[config.mk]
export PLATFORM = sky130hd
export DESIGN_NAME = ff_pipeline
export DESIGN_NICKNAME = d
export VERILOG_FILES = /design/src/rtl/riffa_pipe_pkg.sv /design/src/rtl/ff_pipeline_stage.sv /design/src/rtl/ff_pipeline.sv
export SDC_FILE = /design/constraint.sdc
export NUM_CORES = 1
export LEC_CHECK = 0
export CAP_MARGIN = 0
export CORE_ASPECT_RATIO = 1.5
export CORE_MARGIN = 4
export CORE_UTILIZATION = 25
export DETAILED_ROUTE_END_ITERATION = 16
export GPL_TIMING_DRIVEN = 1
export PLACE_DENSITY = 0.42
export RECOVER_POWER = 50
export SYNTH_ARGS = -nofsm -noshare
export SYNTH_HDL_FRONTEND = slang
export SYNTH_SLANG_ARGS = --single-unit
export TNS_END_PERCENT = 20
[constraint.sdc]
create_clock -name CLK -period 1.68 [get_ports CLK]
set_input_delay 0.504 -clock CLK [delete_from_list [all_inputs] [get_ports CLK]]
set_output_delay 0.504 -clock CLK [all_outputs]
set_load 0.05 [all_outputs]
[src/rtl/riffa_pipe_pkg.sv]
// Shared definitions for the RIFFA retiming pipeline blocks.
package riffa_pipe_pkg;

    localparam int PIPE_MAX_DEPTH = 16;

    function automatic int cnt_width(input int depth);
        return $clog2(depth + 1);
    endfunction

endpackage

[src/rtl/ff_pipeline_stage.sv]
// One register slot of ff_pipeline: loads on transfer, empties when drained, holds when blocked.
module ff_pipeline_stage #(
    parameter int WIDTH = 32
) (
    input  logic             CLK,
    input  logic             RST_N,
    input  logic             FLUSH,
    input  logic [WIDTH-1:0] IN_DATA,
    input  logic             IN_VALID,
    input  logic             NEXT_READY,
    output logic [WIDTH-1:0] OUT_DATA,
    output logic             OUT_VALID,
    output logic             READY
);

    // An empty slot always accepts, which is what lets bubbles collapse under backpressure.
    assign READY = !OUT_VALID || NEXT_READY;

    always_ff @(posedge CLK or negedge RST_N) begin
        if (!RST_N) begin
            OUT_DATA  <= '0;
            OUT_VALID <= 1'b0;
        end else if (FLUSH) begin
            OUT_VALID <= 1'b0;
        end else if (READY) begin
            OUT_VALID <= IN_VALID;
            if (IN_VALID) begin
                OUT_DATA <= IN_DATA;
            end
        end
    end

endmodule

[src/rtl/ff_pipeline.sv]
// DEPTH-stage valid/ready register pipeline with bubble collapse, flush and an occupancy counter.
module ff_pipeline
    import riffa_pipe_pkg::*;
#(
    parameter int WIDTH = 32,
    parameter int DEPTH = 2
) (
    input  logic                         CLK,
    input  logic                         RST_N,
    input  logic                         FLUSH,
    input  logic [WIDTH-1:0]             WR_DATA,
    input  logic                         WR_VALID,
    output logic                         WR_READY,
    output logic [WIDTH-1:0]             RD_DATA,
    output logic                         RD_VALID,
    input  logic                         RD_READY,
    output logic [cnt_width(DEPTH)-1:0]  COUNT
);

    localparam int CW = cnt_width(DEPTH);

    if (DEPTH < 1 || DEPTH > PIPE_MAX_DEPTH) begin : g_bad_depth
        $error("ff_pipeline: DEPTH out of range 1..16");
    end

    // Each slot's wiring lives in its own generate scope so the ready chain is a set of
    // distinct nets rather than bits of one vector feeding back on itself.
    for (genvar i = 0; i < DEPTH; i++) begin : g_stage
        logic [WIDTH-1:0] din;
        logic [WIDTH-1:0] dq;
        logic             vin;
        logic             vq;
        logic             nrdy;
        logic             rdy;

        if (i == 0) begin : g_head
            assign din = WR_DATA;
            assign vin = WR_VALID;
        end else begin : g_body
            assign din = g_stage[i-1].dq;
            assign vin = g_stage[i-1].vq;
        end

        if (i == DEPTH - 1) begin : g_tail
            assign nrdy = RD_READY;
        end else begin : g_link
            assign nrdy = g_stage[i+1].rdy;
        end

        ff_pipeline_stage #(
            .WIDTH (WIDTH)
        ) u_stage (
            .CLK        (CLK),
            .RST_N      (RST_N),
            .FLUSH      (FLUSH),
            .IN_DATA    (din),
            .IN_VALID   (vin),
            .NEXT_READY (nrdy),
            .OUT_DATA   (dq),
            .OUT_VALID  (vq),
            .READY      (rdy)
        );
    end

    assign WR_READY = g_stage[0].rdy && !FLUSH;
    assign RD_DATA  = g_stage[DEPTH-1].dq;
    assign RD_VALID = g_stage[DEPTH-1].vq;

    logic in_hs;
    logic out_hs;

    assign in_hs  = WR_VALID && WR_READY;
    assign out_hs = RD_VALID && RD_READY;

    always_ff @(posedge CLK or negedge RST_N) begin
        if (!RST_N) begin
            COUNT <= '0;
        end else if (FLUSH) begin
            COUNT <= '0;
        end else begin
            case ({in_hs, out_hs})
                2'b10:   COUNT <= COUNT + CW'(1);
                2'b01:   COUNT <= COUNT - CW'(1);
                default: COUNT <= COUNT;
            endcase
        end
    end

    a_count_bound: assert property (@(posedge CLK) disable iff (!RST_N)
        COUNT <= CW'(DEPTH));

    a_hold_data: assert property (@(posedge CLK) disable iff (!RST_N)
        RD_VALID && !RD_READY |=> $stable(RD_DATA));

endmodule

-- After elaboration in Yosys (flattened, before gate mapping)
Cells that the tools add are included.
- register bits: 68
- bits in latches: 0
- bits in writable memories: 0
- memory bits (read-only): 0
- output and inout bits: 36
- logic and storage cells: 29
- memories: 0
- add/subtract/negate cells: 2
- multiply operators: 0
- divide/modulo/power cells: 0
- order comparisons: 0
- eq/ne operators: 2
- shift operators: 0
- multiplexer cells: 6
- bitwise logic cells: 1
- reductions and logical operators: 13
- operator list (cell ; number):
    AND reduction 3 bit ; 2
    two-way mux 1 bit ; 4
    case mux 2 bit (2 select lines) ; 1
    nonzero test 2 bit ; 2
    logical AND 1 bit ; 3
    zero test 1 bit ; 3
    nonzero test 3 bit ; 1
    adder 2 x 1 -> 2 bit (second input constant) ; 1
    == test 2 x 1 -> 1 bit (second input constant) ; 1
    == test 2 bit (second input constant) ; 1
    logical OR 1 bit ; 2
    two-way mux 2 bit ; 1
    subtractor 2 x 1 -> 2 bit (second input constant) ; 1
    NOT 1 bit ; 1

-- Logic depth before layout (Yosys ltp)
- depth after elaboration: 8
- gate-level depth with buffers: 5
- mapped depth without buffers: 3

-- By module
A second synthesis with hierarchy kept.
- cells, all modules: 163
- area total of the unflattened synthesis: 2683.8 sq um
- modules (own cells, without submodules) (module ; instances ; cells each ; area each (sq um) ; sequential area each (sq um)):
    ff_pipeline_stage ; 2 ; 73 ; 1263.7 ; 825.8
    ff_pipeline ; 1 ; 17 ; 156.4 ; 50.0

-- Worst setup path before layout
OpenSTA, ideal clock, no wires.
- path type: register to output
- start: register g_stage[1].u_stage.OUT_VALID
- end: output port WR_READY
- arrival time: 1.521 ns
- data required time: 1.176 ns
- path slack: -0.345 ns
- stages on the path, launching flop included: 3
- path buffers: 0
- cell sequence: dfrtp_1 > and3b_1 > nor2_1
- longest elaborated chain between the ends: 4
- ends and longest elaborated chain (element ; line ; text):
    from (decl) ; ff_pipeline_stage.sv:12 ; output logic OUT_VALID,
    from (signal assigned) ; ff_pipeline_stage.sv:22 ; OUT_VALID <= 1'b0;
    from (signal assigned) ; ff_pipeline_stage.sv:24 ; OUT_VALID <= 1'b0;
    from (signal assigned) ; ff_pipeline_stage.sv:26 ; OUT_VALID <= IN_VALID;
    zero test 1 bit ; ff_pipeline_stage.sv:17 ; assign READY = !OUT_VALID || NEXT_READY;
    logical OR 1 bit (2 in series) ; ff_pipeline_stage.sv:17 ;
    logical AND 1 bit ; ff_pipeline.sv:65 ; assign WR_READY = g_stage[0].rdy && !FLUSH;
    to (decl) ; ff_pipeline.sv:13 ; output logic WR_READY,
Every way passes these cells.

-- Worst setup path after layout
Ends and elaborated chain as after synthesis.

==> results.yml <==
setup_path:
  cpPeakStageDelay_ns: 0.39
  cp.required_ns: 1.18
  cpMaxStageDelayCell: "dfrtp_2"
  path_cells: "and3b_2 > nor2_4 > buf_12"
  crit_fanout: 2
  endpoint_kind: "output port"
  cp.arrival_ns: 1.19
  start_kind: "register"
  worst-path-buf-inv: 1
  critPathKind: "register to output port"
  cp_top_family: "flip-flops"
yosys:
  ys_types: 22
  seq_area_frac_synth_pct: 58.62
  synth-seq-cells: 68
  syn-num-nets: 199
  synth_warnings: 0
  syn_inst: 162
  synth.avg_cell_area_sq_um: 17.92
  syn_area_sq_mm: 0.002903
clocking:
  cts-root-buf: "clkbuf_16"
  clk-insertion-delay-late_ns: 0.32
  cts_sinks: 68
  cts_tree: "built"
  ctsHtreeMaxLevel: 3
  clockBufferDepth: 2
  cts_hold_buf: 0
  cts_buffers: 9
  clk_pin_slew_ns: 0.05
drt:
  post_drt_wl_per_cell_microns: 15.71
  drt_pass1_iterations: 3
  vias: 1596
  drc: 0
  ant_nets: 0
  drt_wl_total_microns: 6333
  drtIter0Drc: 32
  avgViaCountPerCell: 3.960
grt:
  overflow: 0
  use_met2_pct: 15.84
  grt_pass1_vias: 1821
  met3_usage_pct: 3.755
  antenna_found_initial: 0
  grt_pass1_wl_microns: 10320
  grt_start_max_net_pins: 69
  track_usage_pct: 10.38
  grt.met1_usage_pct: 12.96
  busiest_layer: "met2"
floorplanning:
  rows: 47
  die_h_microns: 140.0
  initial_core_util_pct: 25.98
  design.core.area_sq_mm: 0.01117
  pin_count: 73
  die_w_microns: 95.98
  dieArea_sq_mm: 0.01343
timing:
  rsz0062_at_grt: "yes"
  tightest_slew_ns: 0.9539
  slew-limit-headroom_pct: 36.41
  period_share_pct: 101.0
  setup-tns-final_ns: -0.01674
  timing.final.crit_period_ns: 1.697
  fin_skew_ns: 0.003293
  fin_ws_ns: -0.01674
  report.final.slew_viol_count: 0
  hold_violations: 0
  fmax_mhz: 589.4
  setup_violations: 1
placement:
  numPortBuffers: 72
  dp_hpwl_microns: 4313
  place_congestion: 0.7156
  dp_slack_ns: -0.3556
final_layout:
  nFillCells: 1082
  area_growth_pct: 51.64
  antenna_cells: 0
  finish.utilization_pct: 39.40
  final_nets: 290
  drive_gt1_share_pct: 51.56
  layout.cells.most_common: "dfrtp_1"
  seqCellArea_sq_mm: 0.001704
  multiInputGateArea_sq_mm: 0.001096
  layout_common_cells: "66 x dfrtp_1, 55 x mux2_4, 34 x buf_12"
status:
  status: "complete, but fails checks"
  violations: "negative setup slack"
pwr:
  p_total_mw: 6.602
  p_leak_nw: 2.076
  powerDensity_mw_per_mm2: 1500
  peakVddDrop_uv: 713.0
flow_run:
  max_cap_violations: 0
hold_path:
  min_path_type: "primary input to asynchronous set/reset pin"
[kinds of logic (layout without fill, tap and decap cells)]
logic type      Yosys count  count (layout)  synth area share [%]
simple gates             15              15                 4.182
flops                    68              68                 58.62
compound gates            6               6                 1.379
mux                      65              65                 32.97
buf+inv                   8             102                 2.845
[metal layers]
metal	vias up	routed length [microns]
li1	753	-
met1	796	2741
met2	38	3136
met3	9	345
met4	0	110
met5	-	0
[synth_stat cells, drive strengths merged]
cell,n,area (sq um)
dfrtp,68,1702
nor2b,2,20.02
a21oi,1,5.000
a21boi,1,7.510
a211oi,1,7.510
buf,7,78.83
and3b,3,26.28
mux2,65,957.2
nor3b,1,7.510
nor2,4,15.01
nand3b,2,31.28
nand2b,2,15.02
inv,1,3.750
o21ai,1,5.000
a22oi,1,7.510
o211ai,1,7.510
nand2,1,6.260
[timing repair]
| action | CTS | global route |
|---|---|---|
| pin swaps | 1 | 0 |
| gates cloned | 0 | 0 |
| resized for setup | 9 | 0 |
| setup endpoints to repair | 26 | 1 |
| buffers inserted | 2 | 0 |
[worst reg2reg max path: cells and delay by family, from the launching register on]
kind          cells  cell delay (ns)
simple gates      2             0.25
buf+inv           2             0.50
mux               1             0.34
flops             1             0.35
[final timing paths]
kind	from	to	slack, ns	cells after the start
setup / recovery	g_stage[1].u_stage.OUT_VALID$_DFFE_PN0P_	WR_READY	-0.02	3
min in group CLK	g_stage[0].u_stage.OUT_DATA[25]$_DFFE_PN0P_	g_stage[1].u_stage.OUT_DATA[25]$_DFFE_PN0P_	0.49	1
hold / removal	RST_N	COUNT[1]$_DFFE_PN0P_	0.42	2
setup reg to reg	g_stage[1].u_stage.OUT_VALID$_DFFE_PN0P_	g_stage[1].u_stage.OUT_DATA[6]$_DFFE_PN0P_	0.12	5
max in group asynchronous	RST_N	g_stage[1].u_stage.OUT_VALID$_DFFE_PN0P_	0.56	2
hold reg to reg	g_stage[0].u_stage.OUT_DATA[25]$_DFFE_PN0P_	g_stage[1].u_stage.OUT_DATA[25]$_DFFE_PN0P_	0.49	1
[per-stage QoR]
stage	hold WS, ns	cells	cell area [sq um]
4_1_cts	0.2068	403	4519
6_report	0.4234	403	4402
3_5_place_dp	0.4862	387	4239
3_3_place_gp	0.4887	387	4239
5_1_grt	0.5006	403	4402
2_1_floorplan	0.2084	162	2910
[power breakdown]
part           internal (mW)  switching [mW]  leakage (nW)
sequential              2.01           0.338         0.808
combinational           1.40            1.19          1.14
clock                   1.02           0.649         0.125
total                   4.42            2.18          2.08
[registers in the layout (all words and copies together) (netlist names)]
signal	flops
COUNT	2
g_stage.u_stage.OUT_DATA	64
g_stage.u_stage.OUT_VALID	2
[cell type report]
class,count,share of cell area [%]
Sequential cell,68,38.72
Timing Repair Buffer,87,26.24
Multi-Input combinational cell,86,24.90
Clock buffer,12,5.600
Tap cell,147,4.179
Clock inverter,2,0.2843
Inverter,1,0.08528
No activity file was read; power rests on OpenSTA's default activity.
